$ cat config.mk
export PLATFORM = sky130hd
export DESIGN_NAME = hazard_unit
export DESIGN_NICKNAME = d
export VERILOG_FILES = /design/src/rtl/hazard_unit.sv
export SDC_FILE = /design/constraint.sdc
export NUM_CORES = 1
export LEC_CHECK = 0
export CAP_MARGIN = 40
export CORE_MARGIN = 2
export CORE_UTILIZATION = 47
export DETAILED_ROUTE_END_ITERATION = 6
export GPL_ROUTABILITY_DRIVEN = 0
export PLACE_DENSITY_LB_ADDON = 0.15
export REMOVE_ABC_BUFFERS = 1
export SYNTH_ARGS = -nofsm -noshare
export SYNTH_HDL_FRONTEND = slang
export SYNTH_SLANG_ARGS = --single-unit
$ cat constraint.sdc
create_clock -name clock -period 4.35 [get_ports clock]
set_input_delay 0.87 -clock clock [delete_from_list [all_inputs] [get_ports clock]]
set_output_delay 0.87 -clock clock [all_outputs]
set_load 0.02 [all_outputs]
$ cat src/rtl/hazard_unit.sv
// hazard_unit: stall/flush generation for the 5-stage core. Resolves
// hazards that forwarding cannot cover, holds the pipeline on data-memory
// waits, applies trap/redirect flushes, drops wrong-path fetches, flags
// data-memory timeouts and counts IF stall cycles.

package hazard_pkg;
  typedef enum logic [1:0] {
    NO_TYPE = 2'd0,
    TYPE1   = 2'd1,
    TYPE2   = 2'd2,
    TYPE3   = 2'd3
  } forwarding_type_t;
endpackage

module hazard_unit
  import hazard_pkg::*;
#(
  parameter int MEM_TIMEOUT     = 64,
  parameter int STALL_CNT_WIDTH = 16
) (
  input  logic                       clock,
  input  logic                       reset,
  input  logic [4:0]                 rs1_id,
  input  logic [4:0]                 rs2_id,
  input  logic                       rs1_used_id,
  input  logic                       rs2_used_id,
  input  forwarding_type_t           forwarding_type_id,
  input  logic [4:0]                 rd_ex,
  input  logic                       reg_we_ex,
  input  logic                       mem_rd_en_ex,
  input  logic                       zicsr_ex,
  input  logic [4:0]                 rd_mem,
  input  logic                       mem_rd_en_mem,
  input  logic                       pc_redirect_id,
  input  logic                       trap_mem,
  input  logic                       fetch_busy,
  input  logic                       fetch_valid,
  input  logic                       data_mem_req_mem,
  input  logic                       data_mem_ack_mem,
  output logic                       stall_if,
  output logic                       stall_id,
  output logic                       stall_ex,
  output logic                       stall_mem,
  output logic                       flush_id,
  output logic                       flush_ex,
  output logic                       flush_mem,
  output logic                       bubble_wb,
  output logic                       discard_fetch,
  output logic                       mem_timeout,
  output logic [STALL_CNT_WIDTH-1:0] stall_cycles
);

  localparam int WAIT_W = $clog2(MEM_TIMEOUT + 1);
  localparam logic [WAIT_W-1:0] WAIT_MAX  = WAIT_W'(MEM_TIMEOUT);
  localparam logic [WAIT_W-1:0] WAIT_LAST = WAIT_W'(MEM_TIMEOUT - 1);
  localparam logic [STALL_CNT_WIDTH-1:0] STALL_SAT = {STALL_CNT_WIDTH{1'b1}};

  logic                       need1_s, need2_s;
  logic                       m1_ex_s, m2_ex_s, m1_mem_s, m2_mem_s;
  logic                       is_type2_s;
  logic                       load_use_s, type2_ex_s, type2_mem_s;
  logic                       id_hazard_s;
  logic                       mem_wait_s;
  logic                       redirect_eff_s;
  logic                       discard_pending_r;
  logic [WAIT_W-1:0]          wait_cnt_r;
  logic [STALL_CNT_WIDTH-1:0] stall_cycles_r;

  assign need1_s    = rs1_used_id && (forwarding_type_id != NO_TYPE);
  assign need2_s    = rs2_used_id && (forwarding_type_id != NO_TYPE);
  assign m1_ex_s    = (rs1_id == rd_ex) && (rd_ex != 5'd0) && reg_we_ex;
  assign m2_ex_s    = (rs2_id == rd_ex) && (rd_ex != 5'd0) && reg_we_ex;
  assign m1_mem_s   = (rs1_id == rd_mem) && (rd_mem != 5'd0);
  assign m2_mem_s   = (rs2_id == rd_mem) && (rd_mem != 5'd0);
  assign is_type2_s = (forwarding_type_id == TYPE2);

  // Load result is not available until after MEM: always a one-cycle stall.
  assign load_use_s  = ((need1_s && m1_ex_s) || (need2_s && m2_ex_s)) && mem_rd_en_ex;
  // Type2 consumers need the operand in ID; a Zicsr result on rs1 is routed directly.
  assign type2_ex_s  = is_type2_s && !mem_rd_en_ex &&
                       ((need1_s && m1_ex_s && !zicsr_ex) || (need2_s && m2_ex_s));
  assign type2_mem_s = is_type2_s && mem_rd_en_mem &&
                       ((need1_s && m1_mem_s) || (need2_s && m2_mem_s));
  assign id_hazard_s = load_use_s || type2_ex_s || type2_mem_s;

  assign mem_wait_s  = data_mem_req_mem && !data_mem_ack_mem;

  // Prioritised stall/flush decode; a memory wait freezes everything.
  always_comb begin
    stall_if       = 1'b0;
    stall_id       = 1'b0;
    stall_ex       = 1'b0;
    stall_mem      = 1'b0;
    flush_id       = 1'b0;
    flush_ex       = 1'b0;
    flush_mem      = 1'b0;
    bubble_wb      = 1'b0;
    redirect_eff_s = 1'b0;
    if (mem_wait_s) begin
      stall_if  = 1'b1;
      stall_id  = 1'b1;
      stall_ex  = 1'b1;
      stall_mem = 1'b1;
      bubble_wb = 1'b1;
    end else if (trap_mem) begin
      flush_id       = 1'b1;
      flush_ex       = 1'b1;
      flush_mem      = 1'b1;
      redirect_eff_s = 1'b1;
    end else if (id_hazard_s) begin
      stall_if = 1'b1;
      stall_id = 1'b1;
      flush_ex = 1'b1;
    end else if (pc_redirect_id) begin
      flush_id       = 1'b1;
      redirect_eff_s = 1'b1;
    end else begin
      redirect_eff_s = 1'b0;
    end
  end

  assign discard_fetch = discard_pending_r && fetch_valid;
  assign mem_timeout   = mem_wait_s && (wait_cnt_r == WAIT_LAST);
  assign stall_cycles  = stall_cycles_r;

  // Remember a redirect while the old fetch is still in flight; new redirect wins.
  always_ff @(posedge clock or posedge reset) begin
    if (reset) begin
      discard_pending_r <= 1'b0;
    end else if (redirect_eff_s && fetch_busy) begin
      discard_pending_r <= 1'b1;
    end else if (fetch_valid) begin
      discard_pending_r <= 1'b0;
    end
  end

  // Count consecutive wait cycles, parking at the limit so the timeout fires once.
  always_ff @(posedge clock or posedge reset) begin
    if (reset) begin
      wait_cnt_r <= '0;
    end else if (!mem_wait_s) begin
      wait_cnt_r <= '0;
    end else if (wait_cnt_r != WAIT_MAX) begin
      wait_cnt_r <= wait_cnt_r + WAIT_W'(1);
    end
  end

  // Saturating count of cycles with IF held.
  always_ff @(posedge clock or posedge reset) begin
    if (reset) begin
      stall_cycles_r <= '0;
    end else if (stall_if && (stall_cycles_r != STALL_SAT)) begin
      stall_cycles_r <= stall_cycles_r + STALL_CNT_WIDTH'(1);
    end
  end

endmodule

# ---- Word-level counts from Yosys, hierarchy flattened
# Cells that the tools add are included.
dict set report classes {
  addsub 2
  n_mul 0
  div_mod_pow 0
  magnitude_cmp 0
  n_eq_ne 9
  shifts 0
  muxes 16
  bitwise_logic 0
  n_reduce_logical 35
}
# cell count
set op_table {}
lappend op_table {{logical AND 1 bit} 23}
lappend op_table {{equality test 5 bit} 4}
lappend op_table {{adder 16 x 1 -> 16 bit, second input constant} 1}
lappend op_table {{inequality test 16 bit, second input constant} 1}
lappend op_table {{two-way mux 1 bit} 14}
lappend op_table {{two-way mux 7 bit} 2}
lappend op_table {{nonzero test 5 bit} 2}
lappend op_table {{adder 7 x 1 -> 7 bit, second input constant} 1}
lappend op_table {{equality test 7 x 6 -> 1 bit, second input constant} 1}
lappend op_table {{inequality test 7 bit, second input constant} 1}
lappend op_table {{logical OR 1 bit} 5}
lappend op_table {{nonzero test 2 bit} 2}
lappend op_table {{zero test 1 bit} 3}
lappend op_table {{equality test 2 bit, second input constant} 1}
lappend op_table {{inequality test 2 x 1 -> 1 bit, second input constant} 1}
dict set report totals {
  register_bits 24
  latch_bits 0
  ramBits 0
  rom_bits 0
  inputBits 36
  output_inout_bits 26
  wordCells 65
  mem_count 0
}

# ---- Logic depth before layout (Yosys ltp)
# Gate-level depths: netlist (run 1).
dict set report depth {
  depth_word 14
  ltp_mapped 8
  mapped_depth_nobuf 7
}

# ---- Worst setup path before layout (run 1)
# Ideal clock, no wire load.
dict set report synth_timing {
  path_type {input to output}
  startpoint {input rd_ex[1]}
  endpoint {output stall_if}
  t_arrival_ns 2.279
  required_ns 3.480
  slack_ns 1.201
  cell_stages 6
  path_buffers 1
  path_cell_list {xnor2_1 nand4_1 or4_1 a211o_1 nand2_1 buf_4}
}
dict set report synth_via {
  elab_chain_len 12
  elab_cells_between_ends 19
  classes_between {eq/ne (2); mux (3); reduce/logical (14)}
}
# element line_no
set synth_rtl {}
lappend synth_rtl {{from (decl)} 28} ;# input logic [4:0] rd_ex,
lappend synth_rtl {{equality test 5 bit or nonzero test 5 bit (tied branches)} {71, 72}}
lappend synth_rtl {{logical AND 1 bit (2 in a row)} 71} ;# assign m1_ex_s = (rs1_id == rd_ex) && (rd_ex != 5'd0) && reg_we_ex;
lappend synth_rtl {{logical AND 1 bit} {78, 81}}
lappend synth_rtl {{logical AND 1 bit} 81} ;# ((need1_s && m1_ex_s && !zicsr_ex) || (need2_s && m2_ex_s));
lappend synth_rtl {{logical OR 1 bit} 81}
lappend synth_rtl {{logical AND 1 bit} 80} ;# assign type2_ex_s = is_type2_s && !mem_rd_en_ex &&
lappend synth_rtl {{logical OR 1 bit (*) (2 in a row)} 84} ;# assign id_hazard_s = load_use_s || type2_ex_s || type2_mem_s;
lappend synth_rtl {{two-way mux 1 bit (*) (3 in a row)} -}
lappend synth_rtl {{to (decl)} 40} ;# output logic stall_if,
# Mark *: on every way between the ends. The rest lies on a longest branch, timed or not.

# ---- Worst setup path in the final report (run 1)
dict set report layout_timing {
  startpoint {input rd_ex[0]}
  endpoint {output stall_if}
}
dict set report layout_via {
  elab_chain_len 12
  elab_cells_between_ends 19
  classes_between {eq/ne (2); mux (3); reduce/logical (14)}
}
# element line_no
set layout_rtl {}
lappend layout_rtl {{equality test 5 bit or nonzero test 5 bit (tied branches)} {71, 72}}
lappend layout_rtl {{logical AND 1 bit (2 in a row)} 71}
lappend layout_rtl {{logical AND 1 bit} {78, 81}}
lappend layout_rtl {{logical AND 1 bit} 81}
lappend layout_rtl {{logical OR 1 bit} 81}
lappend layout_rtl {{logical AND 1 bit} 80}
lappend layout_rtl {{logical OR 1 bit (*) (2 in a row)} 84}
lappend layout_rtl {{two-way mux 1 bit (*)} 110} ;# end else if (id_hazard_s) begin
lappend layout_rtl {{two-way mux 1 bit (*)} 105} ;# end else if (trap_mem) begin
lappend layout_rtl {{two-way mux 1 bit (*)} 99} ;# if (mem_wait_s) begin
# Marks and branches as above.

==> load_flow_metrics.sql, run 1 <==
INSERT INTO impl_metrics (metric_group, metric, value, unit) VALUES
('status', 'status', 'finished, final reports clean', ''),
('sta', 'report.final.slew_viol_count', '0', ''),
('synthesis', 'total_of_warnings_raised_by_yosys', '0', ''),
('layout', 'post_route_cells_drive_above_1_share', '0.06364', ''),
('sta', 'skew', '13.26', 'ps'),
('detailed_routing', 'drt_pass_1_iters', '4', ''),
('global_routing', 'globalRouteTotalUtil', '0.2360', ''),
('synthesis', 'post_synth_inst_count', '159', ''),
('sta', 'final_min_period', '4114', 'ps'),
('pwr', 'total_power', '0.6993', 'mW'),
('pwr', 'power-per-cell-area', '308.8', 'mW/mm²'),
('layout', 'area.growth.synth_to_final', '45.50', '%'),
('floorplan', 'core_area', '0.003103', 'mm²'),
('detailed_routing', 'drt_drc_violations_left', '0', ''),
('pwr', 'seq_power_share', '0.422', ''),
('cts', 'clock_insertion_delay_worst_skew', '320', 'ps'),
('pwr', 'worst_ir_drop_vdd', '0.2770', 'mV'),
('layout', 'regArea', '600.6', 'µm²'),
('floorplan', 'boundaryPins', '62', ''),
('synthesis', 'synth_top_cell_area_share', '0.3859', ''),
('critical_path', 'setup.worst_path.end_class', 'primary output', ''),
('detailed_routing', 'first_iter_violations', '49', ''),
('min_path', 'hold_start', 'stall_cycles[10]', ''),
('layout', 'layout.nets', '260', ''),
('synthesis', 'yosys_register_bits', '24', ''),
('layout', 'antenna-diode-count', '0', ''),
('global_routing', 'grt_pass1_vias', '1433', ''),
('synthesis', 'post_synth_num_cell_types', '42', ''),
('global_routing', 'grt_first_pass_wirelength', '6.582', 'mm'),
('layout', 'layout_common_cells', 'sky130_fd_sc_hd__clkdlybuf4s50_1, sky130_fd_sc_hd__xor2_1, sky130_fd_sc_hd__dfrtp_1, sky130_fd_sc_hd__nor2_1, sky130_fd_sc_hd__xnor2_1', ''),
('detailed_routing', 'detailroute.via_count', '1360', ''),
('cts', 'cts_max_path_buffers', '2', ''),
('cts', 'postCtsSetupRepairBufs', '0', ''),
('floorplan', 'dieWidth', '61.55', 'µm'),
('sta', 'fin_crit_sh', '0.9457', ''),
('critical_path', 'largest_fanout_on_the_critical_path', '3', ''),
('global_routing', 'antenna_violations_before_repair', '0', ''),
('cts', 'clock_sinks', '24', ''),
('min_path', 'min_path_type', 'reg2reg', ''),
('layout', 'post_layout_nonfiller_instances', '264', ''),
('layout', 'fill_cells', '268', ''),
('synthesis', 'synth.yosys.seq_area_share', '0.3859', ''),
('layout', 'mostFrequentLayoutCell', 'sky130_fd_sc_hd__clkdlybuf4s50_1', ''),
('synthesis', 'synth_edf_count', '0', ''),
('critical_path', 'crit_path_start', 'rd_ex[0]', ''),
('cts', 'cts_buffers', '3', ''),
('pwr', 'p_sw', '0.2288', 'mW'),
('pwr', 'power.share.clock', '0.231', ''),
('cts', 'ctsHtreeMaxLevel', '1', ''),
('detailed_routing', 'route.detailed.vias_per_inst', '5.152', ''),
('synthesis', 'synth-main-ff-cell', 'sky130_fd_sc_hd__dfrtp_1', ''),
('synthesis', 'synth.top_cells.by_area', 'sky130_fd_sc_hd__dfrtp_1, sky130_fd_sc_hd__xor2_1, sky130_fd_sc_hd__xnor2_1', ''),
('placed_design', 'port_buffers', '61', ''),
('floorplan', 'rows', '20', ''),
('layout', 'final_core_utilization', '0.7298', ''),
('cts', 'cts_tree', 'done', ''),
('critical_path', 'timing.critical_path.from_type', 'primary input', ''),
('synthesis', 'synth_top_cell_by_area', 'sky130_fd_sc_hd__dfrtp_1', ''),
('placed_design', 'numPlacedInstances', '260', ''),
('sta', 'timing_hold_violations_final', '0', ''),
('synthesis', 'synth.cell_area', '0.001556', 'mm²'),
('pwr', 'cellLeakagePower', '0.9657', 'nW'),
('placed_design', 'hpwlAfterDp', '3.244', 'mm'),
('layout', 'multiInputGateArea', '884.6', 'µm²'),
('synthesis', 'synth_async_reset_ratio', '1.000', ''),
('detailed_routing', 'wire_length_per_cell', '14.97', 'µm'),
('cts', 'holdBufCountCts', '0', ''),
('pwr', 'switching_share', '0.3271', ''),
('pwr', 'comb_power_share', '0.347', ''),
('critical_path', 'worstReg2RegStart', 'stall_cycles[4]', ''),
('detailed_routing', 'postRouteWirelength', '3.951', 'mm');
## cells in the mapped netlist (all sizes together), types with 2 or more instances
cell and instances:
xor2 26, dfrtp 24, nor2 14, xnor2 13
nand3 11, inv 9, nor3 6, nand2 5
nor4 5, buf 4, a21oi 3, and3 3
ha 3, nand4 3, nor3b 3, o21ai 3
or4 3, mux2 2, nor2b 2
## final timing paths
| kind | endpoint | depth (start not counted) | slack [ps] |
|---|---|---|---|
| setup / recovery | stall_if | 7 | 240 |
| hold / removal | stall_cycles[10] | 1 | 500 |
| setup reg to reg | stall_cycles[1] | 6 | 2000 |
| hold reg to reg | stall_cycles[10] | 1 | 500 |
| max in group asynchronous | stall_cycles[12] | 3 | 3230 |
| min in group asynchronous | wait_cnt_r[5] | 2 | 730 |
## final cells by class
cell class,instances,share of cell area
Multi-Input combinational cell,121,0.3906
Timing Repair Buffer,62,0.2818
Sequential cell,24,0.2652
Tap cell,44,0.02431
Inverter,9,0.01492
Clock inverter,1,0.01326
Clock buffer,3,0.009945
## stage by stage
step	setup WS, ps	area [µm²]
2_1_floorplan	1261	1519
3_3_place_gp	273.1	2185
3_5_place_dp	241.0	2212
4_1_cts	231.2	2265
5_1_grt	129.8	2265
6_report	236.0	2265
## state kept, by name, indices dropped and copies added (netlist names)
signal,cells
stall_cycles,16
wait_cnt_r,7
discard_pending_r,1
## worst max-delay path: stages
cell,delay [ps]
sky130_fd_sc_hd__clkdlybuf4s50_1,530
sky130_fd_sc_hd__xnor2_1,150
sky130_fd_sc_hd__nand4_1,120
sky130_fd_sc_hd__or4_1,550
sky130_fd_sc_hd__a211o_1,290
sky130_fd_sc_hd__nand2_1,110
sky130_fd_sc_hd__clkdlybuf4s50_1,620
## cells by family after synthesis
kind of cell	after synthesis	share of synthesized area
fa+ha+maj	3	0.02412
xor+xnor	39	0.2195
simple gates	62	0.2412
compound gates	15	0.06673
buf+inv	14	0.04581
flops	24	0.3859
mux	2	0.01688
## metal layers
metal	share of wire	track usage	wire (µm)
met1	0.42	0.2838	1663
met2	0.52	0.4211	2055
met3	0.039	0.04832	155
met4	0.019	0.07295	77
met5	0	0	0
## power by group through the flow
stage	Sequential [mW]	Clock [mW]	Combinational, mW
detailed placement	0.297	0	0.243
floorplan	0.318	0	0.0877
finish	0.295	0.162	0.242
CTS	0.295	0.166	0.246
global placement	0.290	0	0.234
global route	0.299	0.177	0.261
No activity file was read; power rests on OpenSTA's default activity.
==> run 2: changes to the inputs <==
Settings changed: SLEW_MARGIN from default to 5.
==> results of run 2 <==
Final layout, timing and power as in run 1 (identical DEF).
==> run 3: changes to the inputs <==
Settings changed: GPL_TIMING_DRIVEN from default to 0.
==> run 3 against run 2 <==
Effect of this change: final cell count unchanged; flip-flop and latch count unchanged; sequential power shrank 2%; die area unchanged; critical endpoint is now stall_id; largest cell class unchanged.
==> load_flow_metrics.sql, run 3 (synthesis results as in run 1) <==
INSERT INTO impl_metrics (metric_group, metric, value, unit) VALUES
('pwr', 'cellLeakagePower', '0.9657', 'nW'),
('cts', 'clock_insertion_delay_worst_skew', '330', 'ps'),
('layout', 'area.growth.synth_to_final', '45.50', '%'),
('placed_design', 'hpwlAfterDp', '3.126', 'mm'),
('detailed_routing', 'postRouteWirelength', '3.857', 'mm'),
('sta', 'finalHoldWorstSlack', '518.2', 'ps'),
('pwr', 'intPower', '0.4707', 'mW'),
('cts', 'worst_setup_hold_path_clk_slew', '140', 'ps'),
('layout', 'layout_common_cells', 'sky130_fd_sc_hd__clkdlybuf4s50_1, sky130_fd_sc_hd__xor2_1, sky130_fd_sc_hd__dfrtp_1, sky130_fd_sc_hd__nor2_1, sky130_fd_sc_hd__xnor2_1', ''),
('global_routing', 'antenna_violations_before_repair', '0', ''),
('global_routing', 'globalRouteTotalUtil', '0.2270', ''),
('global_routing', 'grt_max_degree', '23', ''),
('global_routing', 'grt_first_pass_wirelength', '6.313', 'mm'),
('sta', 'tightest_slew', '418.0', 'ps'),
('critical_path', 'rr_worst_depth', '6', ''),
('cts', 'postCtsSetupRepairBufs', '0', ''),
('layout', 'fill_cells', '254', ''),
('sta', 'setup_total_negative_slack', '0', 'ps'),
('floorplan', 'die_y', '61.55', 'µm'),
('critical_path', 'largest_fanout_on_the_critical_path', '3', ''),
('cts', 'holdBufCountCts', '0', ''),
('detailed_routing', 'drt.antenna.violating_nets', '0', ''),
('global_routing', 'remaining_global_route_overflow', '0', ''),
('layout', 'regArea', '600.6', 'µm²'),
('min_path', 'hold_start', 'stall_cycles[6]', ''),
('min_path', 'hold-path-endpoint', 'stall_cycles[6]', ''),
('global_routing', 'met2_usage', '0.3805', ''),
('critical_path', 'cp_arrival', '3310', 'ps'),
('pwr', 'worst_ir_drop_vdd', '0.2510', 'mV'),
('global_routing', 'global_route.peak_usage_layer', 'met2', ''),
('floorplan', 'dieWidth', '61.55', 'µm'),
('layout', 'post_route_cells_drive_above_1_share', '0.06364', ''),
('critical_path', 'r2r_slack', '2020', 'ps'),
('cts', 'cts_resized', '0', ''),
('status', 'status', 'finished, final reports clean', ''),
('pwr', 'seq_power_share', '0.417', ''),
('pwr', 'comb_power_share', '0.347', ''),
('cts', 'ctsHtreeMaxLevel', '1', ''),
('global_routing', 'grt_pass1_vias', '1350', ''),
('detailed_routing', 'drt_pass_1_iters', '4', ''),
('sta', 'count_of_final_setup_violators', '0', ''),
('sta', 'fin_crit_sh', '0.9605', ''),
('global_routing', 'grtUsageMet1', '0.2961', ''),
('sta', 'final_min_period', '4178', 'ps'),
('sta', 'timing_hold_violations_final', '0', ''),
('placed_design', 'numPlacedInstances', '260', ''),
('min_path', 'hold_path_depth', '1', ''),
('floorplan', 'die_area', '0.003788', 'mm²'),
('layout', 'mostFrequentLayoutCell', 'sky130_fd_sc_hd__clkdlybuf4s50_1', ''),
('sta', 'report.final.slew_viol_count', '0', ''),
('critical_path', 'setup.worst_path.end_class', 'primary output', ''),
('critical_path', 'criticalPathCategory', 'in2out', ''),
('critical_path', 'r2r_end', 'stall_cycles[1]', ''),
('cts', 'cts_buffers', '3', ''),
('job', 'timing.max_cap.violations', '0', ''),
('pwr', 'switching_share', '0.3222', ''),
('detailed_routing', 'first_iter_violations', '29', ''),
('layout', 'post_layout_nonfiller_instances', '264', ''),
('cts', 'cts_tree', 'done', ''),
('sta', 'timing.fmax', '0.2393', 'GHz'),
('pwr', 'power-per-cell-area', '306.6', 'mW/mm²'),
('detailed_routing', 'detailroute.via_count', '1366', ''),
('critical_path', 'worstReg2RegStart', 'stall_cycles[4]', ''),
('critical_path', 'timing.critical_path.from_type', 'primary input', ''),
('layout', 'antenna-diode-count', '0', ''),
('pwr', 'p_sw', '0.2237', 'mW'),
('floorplan', 'rows', '20', ''),
('floorplan', 'initial_core_util', '0.5016', ''),
('layout', 'layout.nets', '260', ''),
('floorplan', 'boundaryPins', '62', ''),
('detailed_routing', 'route.detailed.vias_per_inst', '5.174', ''),
('cts', 'cts_max_path_buffers', '2', ''),
('layout', 'largest_register_ffs', '16', ''),
('global_routing', 'use_met3', '0.04832', ''),
('sta', 'grt_setup_unrepaired', 'false', ''),
('cts', 'clock-root-buffer', 'sky130_fd_sc_hd__clkbuf_4', ''),
('detailed_routing', 'drt_drc_violations_left', '0', ''),
('critical_path', 'cp.required', '3480', 'ps'),
('detailed_routing', 'wire_length_per_cell', '14.61', 'µm'),
('pwr', 'power.share.clock', '0.236', ''),
('layout', 'multiInputGateArea', '884.6', 'µm²'),
('floorplan', 'core_area', '0.003103', 'mm²'),
('min_path', 'min_path_type', 'reg2reg', ''),
('placed_design', 'port_buffers', '61', ''),
('sta', 'skew', '14.33', 'ps'),
('sta', 'worst_slew_margin_rel', '0.7213', ''),
('cts', 'clock_sinks', '24', '');
-- run 3: metal layers --
| layer | vias to the layer above | part of all wire | routed length [µm] |
|---|---|---|---|
| met1 | 658 | 0.42 | 1633 |
| met2 | 30 | 0.53 | 2028 |
| met4 | 0 | 0.012 | 46 |
| li1 | 671 | - | - |
| met5 | - | 0 | 0 |
| met3 | 7 | 0.039 | 150 |
-- run 3: worst max path at each step --
stage / start / to
final: rd_ex[0] / stall_id
after global routing: rd_ex[0] / stall_id
after CTS: rd_ex[0] / stall_id
after global placement: rd_ex[0] / stall_id
after floorplan: rd_ex[1] / flush_ex
after detailed placement: rd_ex[0] / stall_id
-- run 3: layout make-up --
cell class                      instances  area share
Tap cell                               44     0.02431
Timing Repair Buffer                   62      0.2818
Sequential cell                        24      0.2652
Clock buffer                            3    0.009945
Multi-Input combinational cell        121      0.3906
Clock inverter                          1     0.01326
Inverter                                9     0.01492
-- run 3: per-stage QoR --
step           setup slack [ps]  power (mW)  utilization  area [µm²]
6_report                  171.9      0.6944       0.7298        2265
5_1_grt                   119.1      0.7290       0.7298        2265
4_1_cts                   190.6      0.7010       0.7298        2265
3_5_place_dp              204.6      0.5349       0.7129        2212
3_3_place_gp              215.9      0.5236       0.7040        2185
2_1_floorplan              1261      0.4055            -        1519
-- run 3: power by group through the flow --
| stage | combinational, mW | sequential [mW] | clock, mW |
|---|---|---|---|
| 2_1_floorplan | 0.0877 | 0.318 | 0 |
| 3_3_place_gp | 0.233 | 0.290 | 0 |
| 3_5_place_dp | 0.241 | 0.294 | 0 |
| 4_1_cts | 0.243 | 0.291 | 0.168 |
| 5_1_grt | 0.256 | 0.296 | 0.176 |
| 6_report | 0.241 | 0.290 | 0.164 |
-- run 3: critical path, stage by stage --
cell                              delay [ps]
sky130_fd_sc_hd__clkdlybuf4s50_1         480
sky130_fd_sc_hd__xnor2_1                 230
sky130_fd_sc_hd__nand4_1                 130
sky130_fd_sc_hd__or4_1                   560
sky130_fd_sc_hd__a211o_1                 290
sky130_fd_sc_hd__nand2_1                 120
sky130_fd_sc_hd__clkdlybuf4s50_1         620
